--- config.mk ---
export PLATFORM = sky130hd
export DESIGN_NAME = as5401_bus_sequencer_flat
export DESIGN_NICKNAME = d
export VERILOG_FILES = /design/src/rtl/as5401_pkg.sv /design/src/rtl/as5401_bus_sequencer_if.sv /design/src/rtl/as5401_ret_stack.sv /design/src/rtl/as5401_bus_sequencer.sv /design/src/flat_wrapper.sv
export SDC_FILE = /design/constraint.sdc
export NUM_CORES = 1
export LEC_CHECK = 0
export ABC_CLOCK_PERIOD_IN_PS = 1600
export BUFFER_PORTS_ARGS = -buffer_cell sky130_fd_sc_hd__buf_2
export CORE_UTILIZATION = 46
export DETAILED_ROUTE_END_ITERATION = 12
export PLACE_DENSITY_LB_ADDON = 0.12
export SLEW_MARGIN = 10
export SYNTH_ARGS = -nofsm -noshare
export SYNTH_HDL_FRONTEND = slang
export SYNTH_SLANG_ARGS = --single-unit
export TNS_END_PERCENT = 50
--- constraint.sdc ---
create_clock -name clk -period 1.6 [get_ports clk]
set_input_delay 0.24 -clock clk [delete_from_list [all_inputs] [get_ports clk]]
set_output_delay 0.24 -clock clk [all_outputs]
set_load 0.05 [all_outputs]
--- src/rtl/as5401_pkg.sv ---
// Shared constants and types for the AS5401 bus sequencer: phase encodings,
// FSM states, address widths and return-stack depth.
package as5401_pkg;

  localparam int PC_W        = 12;
  localparam int MAR_W       = 8;
  localparam int NIB_W       = 4;
  localparam int STACK_DEPTH = 4;
  localparam int SP_W        = 2;

  localparam logic [SP_W:0] STACK_FULL = (SP_W+1)'(STACK_DEPTH);

  localparam logic [3:0] PH_FETCH  = 4'b0001;
  localparam logic [3:0] PH_DECODE = 4'b0010;
  localparam logic [3:0] PH_EXEC   = 4'b0100;
  localparam logic [3:0] PH_WB     = 4'b1000;

  typedef enum logic [1:0] {
    ST_IDLE  = 2'd0,
    ST_FETCH = 2'd1,
    ST_WAIT  = 2'd2,
    ST_EXEC  = 2'd3
  } seq_state_t;

  function automatic logic is_onehot(input logic [3:0] p);
    return (p != 4'd0) && ((p & (p - 4'd1)) == 4'd0);
  endfunction

endpackage

--- src/rtl/as5401_bus_sequencer_if.sv ---
// Bus bundle between the AS5401 CPU core, program memory, data memory and the
// sequencer. The sequencer uses the master modport; the environment uses slave.
interface as5401_bus_sequencer_if;
  import as5401_pkg::*;

  logic [3:0]       phase;
  logic [NIB_W-1:0] cpu_bus;
  logic             f_write;
  logic             f_imm;
  logic             f_mar;
  logic             f_jmp;

  // Fetch handshake: prog_req stays high with prog_addr stable until a cycle
  // with prog_ack high; prog_data is taken in that same cycle, and prog_ack
  // while prog_req is low carries no meaning.
  logic [PC_W-1:0]  prog_addr;
  logic             prog_req;
  logic             prog_ack;
  logic [NIB_W-1:0] prog_data;

  logic [MAR_W-1:0] mem_addr;
  logic             mem_we;
  logic [NIB_W-1:0] mem_wdata;
  logic [NIB_W-1:0] mem_rdata;

  logic [NIB_W-1:0] cpu_din;
  logic             cpu_hold;
  seq_state_t       state;

  modport master (
    input  phase, cpu_bus, f_write, f_imm, f_mar, f_jmp,
    input  prog_ack, prog_data, mem_rdata,
    output prog_addr, prog_req, mem_addr, mem_we, mem_wdata,
    output cpu_din, cpu_hold, state
  );

  modport slave (
    output phase, cpu_bus, f_write, f_imm, f_mar, f_jmp,
    output prog_ack, prog_data, mem_rdata,
    input  prog_addr, prog_req, mem_addr, mem_we, mem_wdata,
    input  cpu_din, cpu_hold, state
  );

endinterface

--- src/rtl/as5401_ret_stack.sv ---
// Circular return-address stack: a push onto a full stack overwrites the
// oldest entry, and the top of an empty stack reads as zero.
module as5401_ret_stack
  import as5401_pkg::*;
(
  input  logic            clk,
  input  logic            rst,
  input  logic            push,
  input  logic            pop,
  input  logic [PC_W-1:0] push_data,
  output logic [PC_W-1:0] top
);

  logic [PC_W-1:0] mem [STACK_DEPTH];
  logic [SP_W-1:0] sp;
  logic [SP_W-1:0] sp_dec;
  logic [SP_W:0]   cnt;

  assign sp_dec = sp - {{(SP_W-1){1'b0}}, 1'b1};
  assign top    = (cnt == '0) ? '0 : mem[sp_dec];

  always_ff @(posedge clk) begin
    if (rst) begin
      sp  <= '0;
      cnt <= '0;
    end else if (push) begin
      mem[sp] <= push_data;
      sp      <= sp + {{(SP_W-1){1'b0}}, 1'b1};
      if (cnt != STACK_FULL) cnt <= cnt + {{SP_W{1'b0}}, 1'b1};
    end else if (pop && (cnt != '0)) begin
      sp  <= sp_dec;
      cnt <= cnt - {{SP_W{1'b0}}, 1'b1};
    end
  end

endmodule

--- src/rtl/as5401_bus_sequencer.sv ---
// AS5401 bus sequencer: fetch handshake, MAR nibble shifting, data writes and
// PC update. Define AS5401_SEQ_CALLSTACK_EN to add the CALL/RET return stack.
module as5401_bus_sequencer
  import as5401_pkg::*;
(
  input  logic                  clk,
  input  logic                  rst,
  as5401_bus_sequencer_if.master bus
);

  seq_state_t       state, state_next;
  logic [PC_W-1:0]  pc, pc_target, pc_inc;
  logic [MAR_W-1:0] mar, mem_addr_q;
  logic [NIB_W-1:0] cpu_din_q, mem_wdata_q;
  logic             mem_we_q;
  logic             exec_done;
  logic             phase_ok, ack_take, ph_exec, ph_wb, ex_fire;
  logic             do_shift, do_write;
  logic             is_call, is_ret;
  logic [PC_W-1:0]  stack_top;

  assign phase_ok = is_onehot(bus.phase);
  assign ack_take = phase_ok && bus.prog_ack &&
                    ((state == ST_FETCH) || (state == ST_WAIT));
  assign ph_exec  = phase_ok && (state == ST_EXEC) && (bus.phase == PH_EXEC);
  assign ph_wb    = phase_ok && (state == ST_EXEC) && (bus.phase == PH_WB);
  // Execute actions fire once per instruction even if the CPU lingers in execute.
  assign ex_fire  = ph_exec && !exec_done;

`ifdef AS5401_SEQ_CALLSTACK_EN
  assign is_call = bus.f_jmp && bus.f_mar;
  assign is_ret  = bus.f_jmp && bus.f_write && !bus.f_mar;

  as5401_ret_stack u_ret_stack (
    .clk       (clk),
    .rst       (rst),
    .push      (ph_wb && is_call),
    .pop       (ph_wb && is_ret),
    .push_data (pc + {{(PC_W-1){1'b0}}, 1'b1}),
    .top       (stack_top)
  );
`else
  assign is_call   = 1'b0;
  assign is_ret    = 1'b0;
  assign stack_top = '0;
`endif

  // CALL/RET reuse f_mar/f_write as qualifiers, so they must not shift or write.
  assign do_shift = ex_fire && bus.f_mar   && !(is_call || is_ret);
  assign do_write = ex_fire && bus.f_write && !(is_call || is_ret);

  assign pc_inc = pc + {{(PC_W-1){1'b0}}, 1'b1} + {{(PC_W-1){1'b0}}, bus.f_imm};

  always_comb begin
    pc_target = pc_inc;
    if (is_ret)          pc_target = stack_top;
    else if (bus.f_jmp)  pc_target = {mar, bus.cpu_bus};
  end

  always_comb begin
    state_next   = state;
    bus.prog_req = 1'b0;
    bus.cpu_hold = 1'b0;
    case (state)
      ST_IDLE: begin
        if (phase_ok && (bus.phase == PH_FETCH)) state_next = ST_FETCH;
      end
      ST_FETCH: begin
        bus.prog_req = 1'b1;
        if (phase_ok) state_next = bus.prog_ack ? ST_EXEC : ST_WAIT;
      end
      ST_WAIT: begin
        bus.prog_req = 1'b1;
        bus.cpu_hold = 1'b1;
        if (ack_take) state_next = ST_EXEC;
      end
      ST_EXEC: begin
        if (ph_wb) state_next = ST_FETCH;
      end
      default: state_next = ST_IDLE;
    endcase
  end

  always_ff @(posedge clk) begin
    if (rst) state <= ST_IDLE;
    else     state <= state_next;
  end

  always_ff @(posedge clk) begin
    if (rst) begin
      pc          <= '0;
      mar         <= '0;
      mem_addr_q  <= '0;
      mem_wdata_q <= '0;
      mem_we_q    <= 1'b0;
      cpu_din_q   <= '0;
      exec_done   <= 1'b0;
    end else begin
      mem_we_q   <= 1'b0;
      // One-cycle lag means a write strobe sees the MAR before a same-cycle shift.
      mem_addr_q <= mar;
      if (ack_take)
        cpu_din_q <= bus.prog_data;
      else if ((state == ST_EXEC) && phase_ok)
        cpu_din_q <= bus.f_imm ? bus.prog_data : bus.mem_rdata;
      if (ack_take)     exec_done <= 1'b0;
      else if (ex_fire) exec_done <= 1'b1;
      if (do_write) begin
        mem_we_q    <= 1'b1;
        mem_wdata_q <= bus.cpu_bus;
      end
      if (do_shift) mar <= {mar[MAR_W-NIB_W-1:0], bus.cpu_bus};
      if (ph_wb)    pc  <= pc_target;
    end
  end

  assign bus.prog_addr = pc;
  assign bus.mem_addr  = mem_addr_q;
  assign bus.mem_we    = mem_we_q;
  assign bus.mem_wdata = mem_wdata_q;
  assign bus.cpu_din   = cpu_din_q;
  assign bus.state     = state;

endmodule

--- src/flat_wrapper.sv ---
// flat-port wrapper written by rule: the top's interface ports become plain ports
module as5401_bus_sequencer_flat import as5401_pkg::*;
  (clk, rst, bus_phase, bus_cpu_bus, bus_f_write, bus_f_imm, bus_f_mar, bus_f_jmp, bus_prog_ack, bus_prog_data, bus_mem_rdata, bus_prog_addr, bus_prog_req, bus_mem_addr, bus_mem_we, bus_mem_wdata, bus_cpu_din, bus_cpu_hold, bus_state);
  as5401_bus_sequencer_if bus_i ();
  input  logic clk;
  input  logic rst;
  input wire logic [$bits(bus_i.phase)-1:0] bus_phase;
  input wire logic [$bits(bus_i.cpu_bus)-1:0] bus_cpu_bus;
  input wire logic [$bits(bus_i.f_write)-1:0] bus_f_write;
  input wire logic [$bits(bus_i.f_imm)-1:0] bus_f_imm;
  input wire logic [$bits(bus_i.f_mar)-1:0] bus_f_mar;
  input wire logic [$bits(bus_i.f_jmp)-1:0] bus_f_jmp;
  input wire logic [$bits(bus_i.prog_ack)-1:0] bus_prog_ack;
  input wire logic [$bits(bus_i.prog_data)-1:0] bus_prog_data;
  input wire logic [$bits(bus_i.mem_rdata)-1:0] bus_mem_rdata;
  output wire logic [$bits(bus_i.prog_addr)-1:0] bus_prog_addr;
  output wire logic [$bits(bus_i.prog_req)-1:0] bus_prog_req;
  output wire logic [$bits(bus_i.mem_addr)-1:0] bus_mem_addr;
  output wire logic [$bits(bus_i.mem_we)-1:0] bus_mem_we;
  output wire logic [$bits(bus_i.mem_wdata)-1:0] bus_mem_wdata;
  output wire logic [$bits(bus_i.cpu_din)-1:0] bus_cpu_din;
  output wire logic [$bits(bus_i.cpu_hold)-1:0] bus_cpu_hold;
  output wire logic [$bits(bus_i.state)-1:0] bus_state;
  assign bus_i.phase = bus_phase;
  assign bus_i.cpu_bus = bus_cpu_bus;
  assign bus_i.f_write = bus_f_write;
  assign bus_i.f_imm = bus_f_imm;
  assign bus_i.f_mar = bus_f_mar;
  assign bus_i.f_jmp = bus_f_jmp;
  assign bus_i.prog_ack = bus_prog_ack;
  assign bus_i.prog_data = bus_prog_data;
  assign bus_i.mem_rdata = bus_mem_rdata;
  assign bus_prog_addr = bus_i.prog_addr;
  assign bus_prog_req = bus_i.prog_req;
  assign bus_mem_addr = bus_i.mem_addr;
  assign bus_mem_we = bus_i.mem_we;
  assign bus_mem_wdata = bus_i.mem_wdata;
  assign bus_cpu_din = bus_i.cpu_din;
  assign bus_cpu_hold = bus_i.cpu_hold;
  assign bus_state = bus_i.state;
  as5401_bus_sequencer u_core (.clk(clk), .rst(rst), .bus(bus_i));
endmodule
[Word-level counts from Yosys, hierarchy flattened]
Index checks and enable logic that the tools add are counted.
Word-level totals
  bits of input ports: 23
  register bits after elaboration: 40
  logic and storage cells: 54
Operators by class
  mux-type cells: 13
  add/subtract/negate cells: 3
  equal/unequal tests: 10
  bitwise operators: 1
  reduce and logical (&&, ||, !) cells: 19
Operators by type and width (count)
  $add 12x1->12: 1
  $add 12x1->12 const B: 1
  $mux 12: 1
  $mux 4: 3
  $logic_and 1x1->1: 10
  $mux 2: 4
  $ne 2x1->1 const B: 4
  $pmux 2 s4: 1
  $and 4x4->4: 1
  $eq 2x2->1 const B: 2
  $eq 4x1->1 const B: 1
  $eq 4x3->1 const B: 1
  $eq 4x4->1 const B: 1
  $logic_not 4->1: 1
  $mux 1: 4
  $reduce_and 4->1: 1
  $reduce_bool 4->1: 1
  $reduce_or 2->1: 2
  $sub 4x1->4 const B: 1
  $eq 2x1->1 const B: 1
  $logic_not 2->1: 1
  $reduce_bool 2->1: 1
  $logic_not 1->1: 1
  $logic_or 1x1->1: 1

[Longest topological paths before layout]
Gate-level depths: netlist (run 1).
  depth after elaboration: 9
  depth in mapped cells: 9
  depth with buffers taken out: 9

[Worst setup path before layout (run 1)]
Ideal clock, no wire load.
  path type: register -> register
  from: register u_core.state[1] (netlist: u_core.bus.state[1])
  to: register u_core.state[0] (netlist: u_core.bus.state[0])
  period minus slack after synthesis: 2247 ps
  path buffers: 0
  path slack: -647 ps
  required time: 1509 ps
  setup time: 91 ps
  stages on the path, launching flop included: 7
  arrival time: 2156 ps
  cells stage by stage: dfxtp_1 inv_1 ha_1 nand2_1 o21ai_1 a21oi_1 a311oi_1
On the way
  cells in the longest elaborated chain, start to end: 5
  elaborated cells between the ends (all ways): 14
  those cells by class: eq/ne: 7; mux: 1; reduce/logical: 6
RTL lines
  start: declaration: RTL line as5401_bus_sequencer.sv:11  | seq_state_t state, state_next;
  start signal: assignment: RTL line as5401_bus_sequencer.sv:86  | else state <= state_next;
  $eq 2x1->1 (tied with other cells): RTL line as5401_bus_sequencer.sv:24, as5401_bus_sequencer.sv:64
  $logic_or 1x1->1 or $logic_and 1x1->1 (tied branches): RTL line as5401_bus_sequencer.sv:24, as5401_bus_sequencer.sv:26
  $logic_and 1x1->1, on equally long branches: RTL line as5401_bus_sequencer.sv:23, as5401_bus_sequencer.sv:26
  $ne 2x1->1 (no line)
  $reduce_and 4->1 (no line)
Parallel ways exist; a longest one is shown, timed or not.
A chain may end at the register's enable or synchronous reset.

[Worst setup path after layout (run 1)]
  from: register u_core.pc[0] (netlist: u_core.bus.prog_addr[0])
  to: register u_core.pc[11] (netlist: u_core.bus.prog_addr[11])
On the way
  cells in the longest elaborated chain, start to end: 3
RTL lines
  start: declaration: RTL line as5401_bus_sequencer.sv:12  | logic [PC_W-1:0] pc, pc_target, pc_inc;
  start signal: assignment: RTL line as5401_bus_sequencer.sv:113  | if (ph_wb) pc <= pc_target;
  $add 12x1->12 (2 in a row): RTL line as5401_bus_sequencer.sv:52  | assign pc_inc = pc + {{(PC_W-1){1'b0}}, 1'b1} + {{(PC_W-1){1'b0}}, bus.f_imm};
  $mux 12: RTL line as5401_bus_sequencer.sv:57  | else if (bus.f_jmp) pc_target = {mar, bus.cpu_bus};
No other way between the ends.

==> results.cfg, run 1 <==
[power_and_ir_drop]
p_int_w = 0.00163
power_frac_comb = 0.262
cellLeakagePower_nw = 1.08
power_frac_clock = 0.298
powerDensity_nw_per_um2 = 955
peakVddDrop_mv = 0.576
p_switching_w = 0.000787
switching_share = 0.325
seqPwrFrac = 0.441

[layout]
layout.nets = 308
antenna_cells = 0
drive_gt1_frac = 0.409
area_growth_pct = 36.6
final_area_um2 = 2530
fin_util = 0.672

[clock_network]
cts_sinks = 40
clk_pin_slew_ps = 80
tritoncts = done
numCtsBuffers = 5
clk_path_buf_depth = 2
cts_root_buffer = clkbuf_8
clock_latency_ps = 300
postCtsHoldBufs = 0
cts_max_level = 2

[critical_path]
cp_slowest_cell = dfxtp_4
rr_worst_depth = 8
cp_num_buf_inv = 2
slowest_delay_ps = 350
cp.arrival_ps = 1890
crit_chain = inv_2 -> ha_4 -> and4b_1 -> nand4_1 -> buf_4 -> nor4_2 -> a21oi_1 -> o32ai_2
cp_top_family = simple AND/OR/NAND/NOR gates
crit_required_ps = 1820
start_kind = register
path_max_fanout = 3
endpoint_kind = register
critical_path_class = reg -> reg
crit_cells = 8

[sta]
whs_ps = 209
fin_ws_ps = -72.2
finalSetupViolations = 3
min_period_over_period = 1.05
rsz0062_at_grt = yes
max_slew_margin = 0.640
finClkSkew_ps = 6.02
fmax_mhz = 598
fin_tns_setup_ps = -149
finalMaxSlewViolations = 0
min_period_ps = 1670
tightestPinTransition_ps = 540
hold_violations = 0

[die]
die_y_um = 65.5
rows = 22
initial_core_util = 0.492
die_area_um2 = 4290
die_w_um = 65.5
pin_count = 56
core-area_um2 = 3770

[job]
drv_cap = 0

[outcome]
violations = negative setup slack
status = finished, violations left

[route]
drt_wl_total_um = 4250
drt_iter0_markers = 110
vias = 1784
wl_per_cell_um = 13.0
drcViolationCount = 0
drtAntennaViolNets = 0
viasPerCell = 5.46
drt-pass1-iter-count = 4

[logic_synthesis]
yosysUniqueCellTypes = 47
synth.avg_cell_area_um2 = 8.91
yosysSeqAreaShare = 0.432
synth_commonest_cells = dfxtp_1, a21oi_1, nand2_1, nor2_1, nor2b_1
syn_nets = 237
synth_seq_cells = 40
synth_cells = 208
async_flop_share = 0
synth_top_area_frac = 0.432
syn_area_um2 = 1850
yosysTopAreaCell = dfxtp_1
synthFlopType = dfxtp_1
ys_warn_count = 0
synth_most_common_cell = dfxtp_1
synth_area_leaders = dfxtp_1, a21oi_1, ha_1, nand2_1, nor2_1
synth_edf_count = 0

[placed_design]
placed_area_um2 = 2300
port_buffers = 55
routabilityCongestion = 0.840
hpwlAfterDp_um = 2970

[global_routing]
grt_pass1_vias = 1493
antenna_found_initial = 0
overflow = 0
grt_start_max_net_pins = 33
gr-usage-all-layers = 0.199
grt_pass1_wl_um = 6440

[min_path]
whs_path_depth = 2
hp-class = in -> reg
-- power groups by stage --
stage	combinational, W	sequential (W)	clock (W)
6_report	0.000633	0.00107	0.000721
5_1_grt	0.000691	0.00107	0.000765
4_1_cts	0.000614	0.00106	0.000731
3_5_place_dp	0.000611	0.00108	0
3_3_place_gp	0.000608	0.00108	0
2_1_floorplan	0.000391	0.00117	0
-- area by class of cell --
cell class	instances	area, µm²
sequential	40	816
fill	322	1240
inverter	8	30.0
clock buffer	7	96.3
multi-input combinational	152	1120
timing repair buffer	72	407
tap	48	60.1
-- stage by stage --
| stage | worst slack, ps | instances | total power (W) |
|---|---|---|---|
| 2_1_floorplan | -63.6 | 208 | 0.00157 |
| 3_3_place_gp | -59.8 | 312 | 0.00169 |
| 4_1_cts | -61.7 | 322 | 0.00240 |
| 3_5_place_dp | -109 | 312 | 0.00169 |
| 5_1_grt | -125 | 327 | 0.00253 |
| 6_report | -72.2 | 327 | 0.00242 |
-- worst paths after layout --
| check | start | end | slack, ps |
|---|---|---|---|
| worst max register to register | u_core.bus.prog_addr[0] | u_core.bus.prog_addr[11] | -70 |
| worst max-delay path | u_core.bus.prog_addr[0] | u_core.bus.prog_addr[11] | -70 |
| worst min-delay path | bus_cpu_bus[0] | u_core.mar[0] | 210 |
| worst min register to register | u_core.bus.mem_wdata[2] | u_core.bus.mem_wdata[2] | 450 |
-- registers in the layout (all words and copies together) (netlist names) --
register and flops:
u_core.bus.mem_wdata 4, u_core.bus.mem_we 1, u_core.bus.cpu_din 4, u_core.mar 8, u_core.exec_done 1, u_core.bus.state 2, u_core.bus.mem_addr 8, u_core.bus.prog_addr 12
-- kinds of logic after synthesis --
logic type	count (synthesis)	share of synthesized area
AOI/OAI and AO/OA	66	0.249
buffers and inverters	16	0.0331
xor gates and xnor gates	2	0.00945
muxes	6	0.0331
DFF	40	0.432
and+or+nand+nor	72	0.203
adders and majority gates	6	0.0405
-- timing repair --
action	4_1_cts	5_1_grt
setup endpoints to repair	4	22
pin swaps	3	10
setup buffers	3	5
resized for setup	0	15
-- per-layer routing --
metal / GRT usage / part of all wire / vias up / routed length, µm
met5: 0 / 0 / - / 0
met4: 0.0978 / 0.017 / 0 / 73
met3: 0.0417 / 0.052 / 7 / 222
met2: 0.303 / 0.47 / 55 / 1980
met1: 0.265 / 0.46 / 818 / 1980
li1: - / - / 904 / -
-- cells in the final DEF, fill, tap and decap left out, types with 3 or more instances in the layout --
master,n
nand3_1,7
dfxtp_4,3
buf_4,16
buf_2,55
inv_1,4
nand2b_1,3
o21ai_1,5
a21oi_1,18
dfxtp_2,3
nor2b_1,10
dfxtp_1,34
nor2_1,18
nand2_1,16
inv_2,4
a211oi_1,9
clkbuf_8,7
o22a_1,8
nand2_4,3
mux2i_1,5
ha_4,3
Power figures use the tool's default switching activity.
==> inputs of run 2 (changes only) <==
- REMOVE_ABC_BUFFERS: default -> 1
- SETUP_SLACK_MARGIN: default -> 0.02
==> results.cfg, run 2 (synthesis results as in run 1) <==
[clock_network]
cts_sinks = 40
numCtsBuffers = 5
cts_root_buffer = clkbuf_8
cts_max_level = 2
clk_pin_slew_ps = 70
tritoncts = done
clock_latency_ps = 290
clk_path_buf_depth = 2

[die]
die_y_um = 65.5
pin_count = 56
initial_core_util = 0.492
die_area_um2 = 4290
die_w_um = 65.5
core-area_um2 = 3770
rows = 22

[power_and_ir_drop]
p_switching_w = 0.000863
power_frac_clock = 0.298
switching_share = 0.320
powerDensity_nw_per_um2 = 1020
power_frac_comb = 0.313
p_int_w = 0.00184
peakVddDrop_mv = 1.28
cellLeakagePower_nw = 1.15
seqPwrFrac = 0.389

[layout]
drive_gt1_frac = 0.423
largest_reg_flops = 12
layout_commonest_cell = buf_2
mostFrequentLayoutCells = buf_2, dfxtp_1, buf_4
area_growth_pct = 42.8
antenna_cells = 0
fin_util = 0.702
layout.nets = 319

[sta]
finalSetupViolations = 1
min_period_over_period = 1.03
rsz0062_at_grt = yes
whs_ps = 213
finClkSkew_ps = 4.14
finalMaxSlewViolations = 0
min_period_ps = 1650
fmax_mhz = 606
hold_violations = 0
fin_ws_ps = -49.7
tightestPinTransition_ps = 574
max_slew_margin = 0.617

[route]
drt_wl_total_um = 4770
vias = 1820
drtAntennaViolNets = 0
viasPerCell = 5.37
drt-pass1-iter-count = 4
drt_iter0_markers = 91
drcViolationCount = 0
wl_per_cell_um = 14.1

[critical_path]
rr_worst_depth = 8
critical_path_class = reg -> reg
endpoint_kind = register
start_kind = register
path_max_fanout = 5
crit_required_ps = 1760
rr_endpoint = u_core.bus.prog_addr[9]
worstReg2RegStart = u_core.bus.prog_addr[0]
rrSetupSlack_ps = -50
cp.arrival_ps = 1810

[global_routing]
antenna_found_initial = 0
gr-usage-all-layers = 0.223
grt_start_max_net_pins = 33
overflow = 0
grt_pass1_wl_um = 7220
grt_pass1_vias = 1581

[min_path]
whs_path_depth = 2
min_to = u_core.mar[0]
hold_start = bus_cpu_bus[0]
hp-class = in -> reg

[outcome]
status = finished, violations left
violations = negative setup slack

[placed_design]
hpwlAfterDp_um = 3180
routabilityCongestion = 0.830
port_buffers = 55

[job]
drv_cap = 0
-- run 2: worst max-delay path by stage --
stage	from	to	slack [ps]	depth (start not counted)
finish	u_core.bus.prog_addr[0]	u_core.bus.prog_addr[9]	-50	8
global route	u_core.bus.prog_addr[0]	u_core.bus.prog_addr[9]	-160	8
CTS	u_core.bus.prog_addr[0]	u_core.bus.prog_addr[9]	-3	8
detailed placement	bus_f_imm	u_core.bus.prog_addr[6]	-140	10
global placement	bus_f_imm	u_core.bus.prog_addr[6]	-70	10
floorplan	u_core.bus.state[1]	u_core.bus.state[0]	-650	6
-- run 2: area by class of cell --
cell class                 instances  area [µm²]
timing repair buffer              83         510
sequential                        40         805
clock buffer                       6        72.6
multi-input combinational        152        1140
clock inverter                     2        35.0
tap                               48        60.1
fill                             302        1120
inverter                           8        30.0
-- run 2: critical path: stages (launching register included) --
cell	delay, ps
dfxtp_2	330
inv_2	40
ha_4	150
and4b_1	260
nand4_1	150
buf_4	190
o21ba_4	200
o21ai_4	130
a21oi_2	60
-- run 2: through the flow --
stage | setup slack [ps] | power [W] | setup TNS [ps] | instance area [µm²] | instances
floorplan | -647 | 0.00148 | -9940 | 1820 | 200
finish | -49.7 | 0.00270 | -49.7 | 2650 | 339
detailed placement | -139 | 0.00172 | -781 | 2320 | 323
global route | -156 | 0.00282 | -560 | 2650 | 339
CTS | -2.77 | 0.00256 | -2.77 | 2500 | 334
global placement | -74.7 | 0.00172 | -439 | 2320 | 323
-- run 2: power groups by stage --
| stage | Clock [W] | Sequential [W] | Combinational, W |
|---|---|---|---|
| CTS | 0.000822 | 0.00105 | 0.000695 |
| floorplan | 0 | 0.00116 | 0.000320 |
| detailed placement | 0 | 0.00107 | 0.000656 |
| global placement | 0 | 0.00107 | 0.000653 |
| finish | 0.000804 | 0.00105 | 0.000846 |
| global route | 0.000866 | 0.00105 | 0.000898 |
-- run 2: what timing repair did --
item,CTS,global route
buffers inserted,3,5
gates cloned,0,0
hold buffers,0,0
gates resized for setup,14,22
pin swaps,5,14
setup endpoints to repair,14,23
hold endpoints to repair,0,0
-- run 2: per-layer routing --
| metal | vias to the layer above | wire length [µm] | global-route usage |
|---|---|---|---|
| met3 | 6 | 263 | 0.0608 |
| met2 | 56 | 2330 | 0.372 |
| li1 | 915 | - | - |
| met4 | 0 | 56 | 0.0734 |
| met1 | 843 | 2120 | 0.274 |
| met5 | - | 0 | 0 |
==> inputs of run 3 (changes only) <==
- ABC_CLOCK_PERIOD_IN_PS: 1600 -> 2100
- CORE_UTILIZATION: 46 -> 54
- clock period: 1.6 -> 2.1 ns (I/O delays scaled with it)
==> results.cfg, run 3 (synthesis results as in run 1) <==
[outcome]
status = completed

[critical_path]
crit_chain = inv_1 -> ha_1 -> inv_1 -> ha_1 -> and3_1 -> nand2_1 -> mux2_2 -> o22ai_1 -> nor2_1
cp.arrival_ps = 2060
slowest_delay_ps = 360
rrSetupSlack_ps = 270
start_kind = register
path_max_fanout = 5
crit_required_ps = 2330
critical_path_class = reg -> reg
endpoint_kind = register
cp_slowest_cell = dfxtp_1

[clock_network]
cts_root_buffer = clkbuf_4
post_cts_buffers = 0
clk_path_buf_depth = 2
cts_max_level = 2
tritoncts = done
post_cts_resized = 0
postCtsHoldBufs = 0
clk_pin_slew_ps = 110
numCtsBuffers = 5
clock_latency_ps = 350
cts_sinks = 40

[route]
wl_per_cell_um = 13.0
drt-pass1-iter-count = 4
drcViolationCount = 0
drtAntennaViolNets = 0
vias = 1718
viasPerCell = 5.54
drt_iter0_markers = 126
drt_wl_total_um = 4030

[placed_design]
placed_area_um2 = 2180
routabilityCongestion = 0.779
pre_cts_slack_ps = 196
hpwlAfterDp_um = 2940
place_inst = 302
port_buffers = 55

[die]
die_w_um = 60.6
rows = 20
core-area_um2 = 3150
initial_core_util = 0.588
pin_count = 56
die_area_um2 = 3670
die_y_um = 60.6

[sta]
max_slew_margin = 0.656
min_period_over_period = 0.870
finalMaxSlewViolations = 0
hold_violations = 0
rsz0062_at_grt = no
min_period_ps = 1830
finClkSkew_ps = 4.64
fin_tns_setup_ps = 0
finalSetupViolations = 0
tightestPinTransition_ps = 516
fmax_mhz = 547
fin_ws_ps = 273

[layout]
regArea_um2 = 801
fin_util = 0.709
layout.nets = 294
layoutNonFillerInstCount = 310
multi_input_area_um2 = 992
mostFrequentLayoutCells = buf_2, dfxtp_1, nand2_1, nor2_1, a21oi_1
largest_reg_flops = 12
antenna_cells = 0
final_area_um2 = 2230
layout_commonest_cell = buf_2
fill_cells = 285
area_growth_pct = 20.5
drive_gt1_frac = 0.278

[power_and_ir_drop]
p_int_w = 0.00108
p_switching_w = 0.000550
seqPwrFrac = 0.492
cellLeakagePower_nw = 0.950
powerDensity_nw_per_um2 = 728
power_frac_comb = 0.258
switching_share = 0.338
power_frac_clock = 0.250
peakVddDrop_mv = 0.741

[global_routing]
gr-usage-all-layers = 0.243
overflow = 0
grt_pass1_vias = 1541
grt_pass1_wl_um = 6530
grt_start_max_net_pins = 33
antenna_found_initial = 0

[min_path]
hp-class = in -> reg

[job]
drv_cap = 0
==> run 3: worst max-delay path, delay by kind of cell (launching register included) <==
family | cells | cell delay, ps
buf+inv | 2 | 110
compound gates | 1 | 130
flops | 1 | 360
mux | 1 | 290
simple gates | 3 | 450
fa+ha+maj | 2 | 370
==> run 3: power groups by stage <==
stage          clock, W  combinational, W  sequential [W]
2_1_floorplan         0          0.000244        0.000887
3_3_place_gp          0          0.000416        0.000818
3_5_place_dp          0          0.000420        0.000818
4_1_cts        0.000414          0.000422        0.000801
5_1_grt        0.000449          0.000461        0.000804
6_report       0.000407          0.000419        0.000800
==> run 3: per-layer routing <==
layer | routed length (µm) | up-vias | global-route usage
met4 | 69 | 0 | 0.107
met3 | 246 | 8 | 0.0597
li1 | - | 868 | -
met5 | 0 | - | 0
met2 | 1920 | 66 | 0.397
met1 | 1790 | 776 | 0.304
==> run 3: path summary, 6_finish.rpt <==
kind / depth (start not counted) / to / start
setup / recovery: 9 / u_core.bus.prog_addr[6] / u_core.bus.prog_addr[0]
hold / removal: 2 / u_core.mar[0] / bus_cpu_bus[0]
setup reg to reg: 9 / u_core.bus.prog_addr[6] / u_core.bus.prog_addr[0]
hold reg to reg: 2 / u_core.bus.mem_wdata[3] / u_core.bus.mem_wdata[3]
==> run 3: final cells by class <==
| type | count | area share |
|---|---|---|
| clock buffer | 8 | 0.0263 |
| inverter | 8 | 0.0134 |
| multi-input combinational | 152 | 0.444 |
| sequential | 40 | 0.358 |
| tap | 44 | 0.0246 |
| timing repair buffer | 58 | 0.133 |
==> run 3: metrics by stage <==
stage / hold slack [ps] / power [W]
finish: 230 / 0.00163
global route: 216 / 0.00171
CTS: 222 / 0.00164
detailed placement: 452 / 0.00124
global placement: 444 / 0.00123
floorplan: 384 / 0.00113
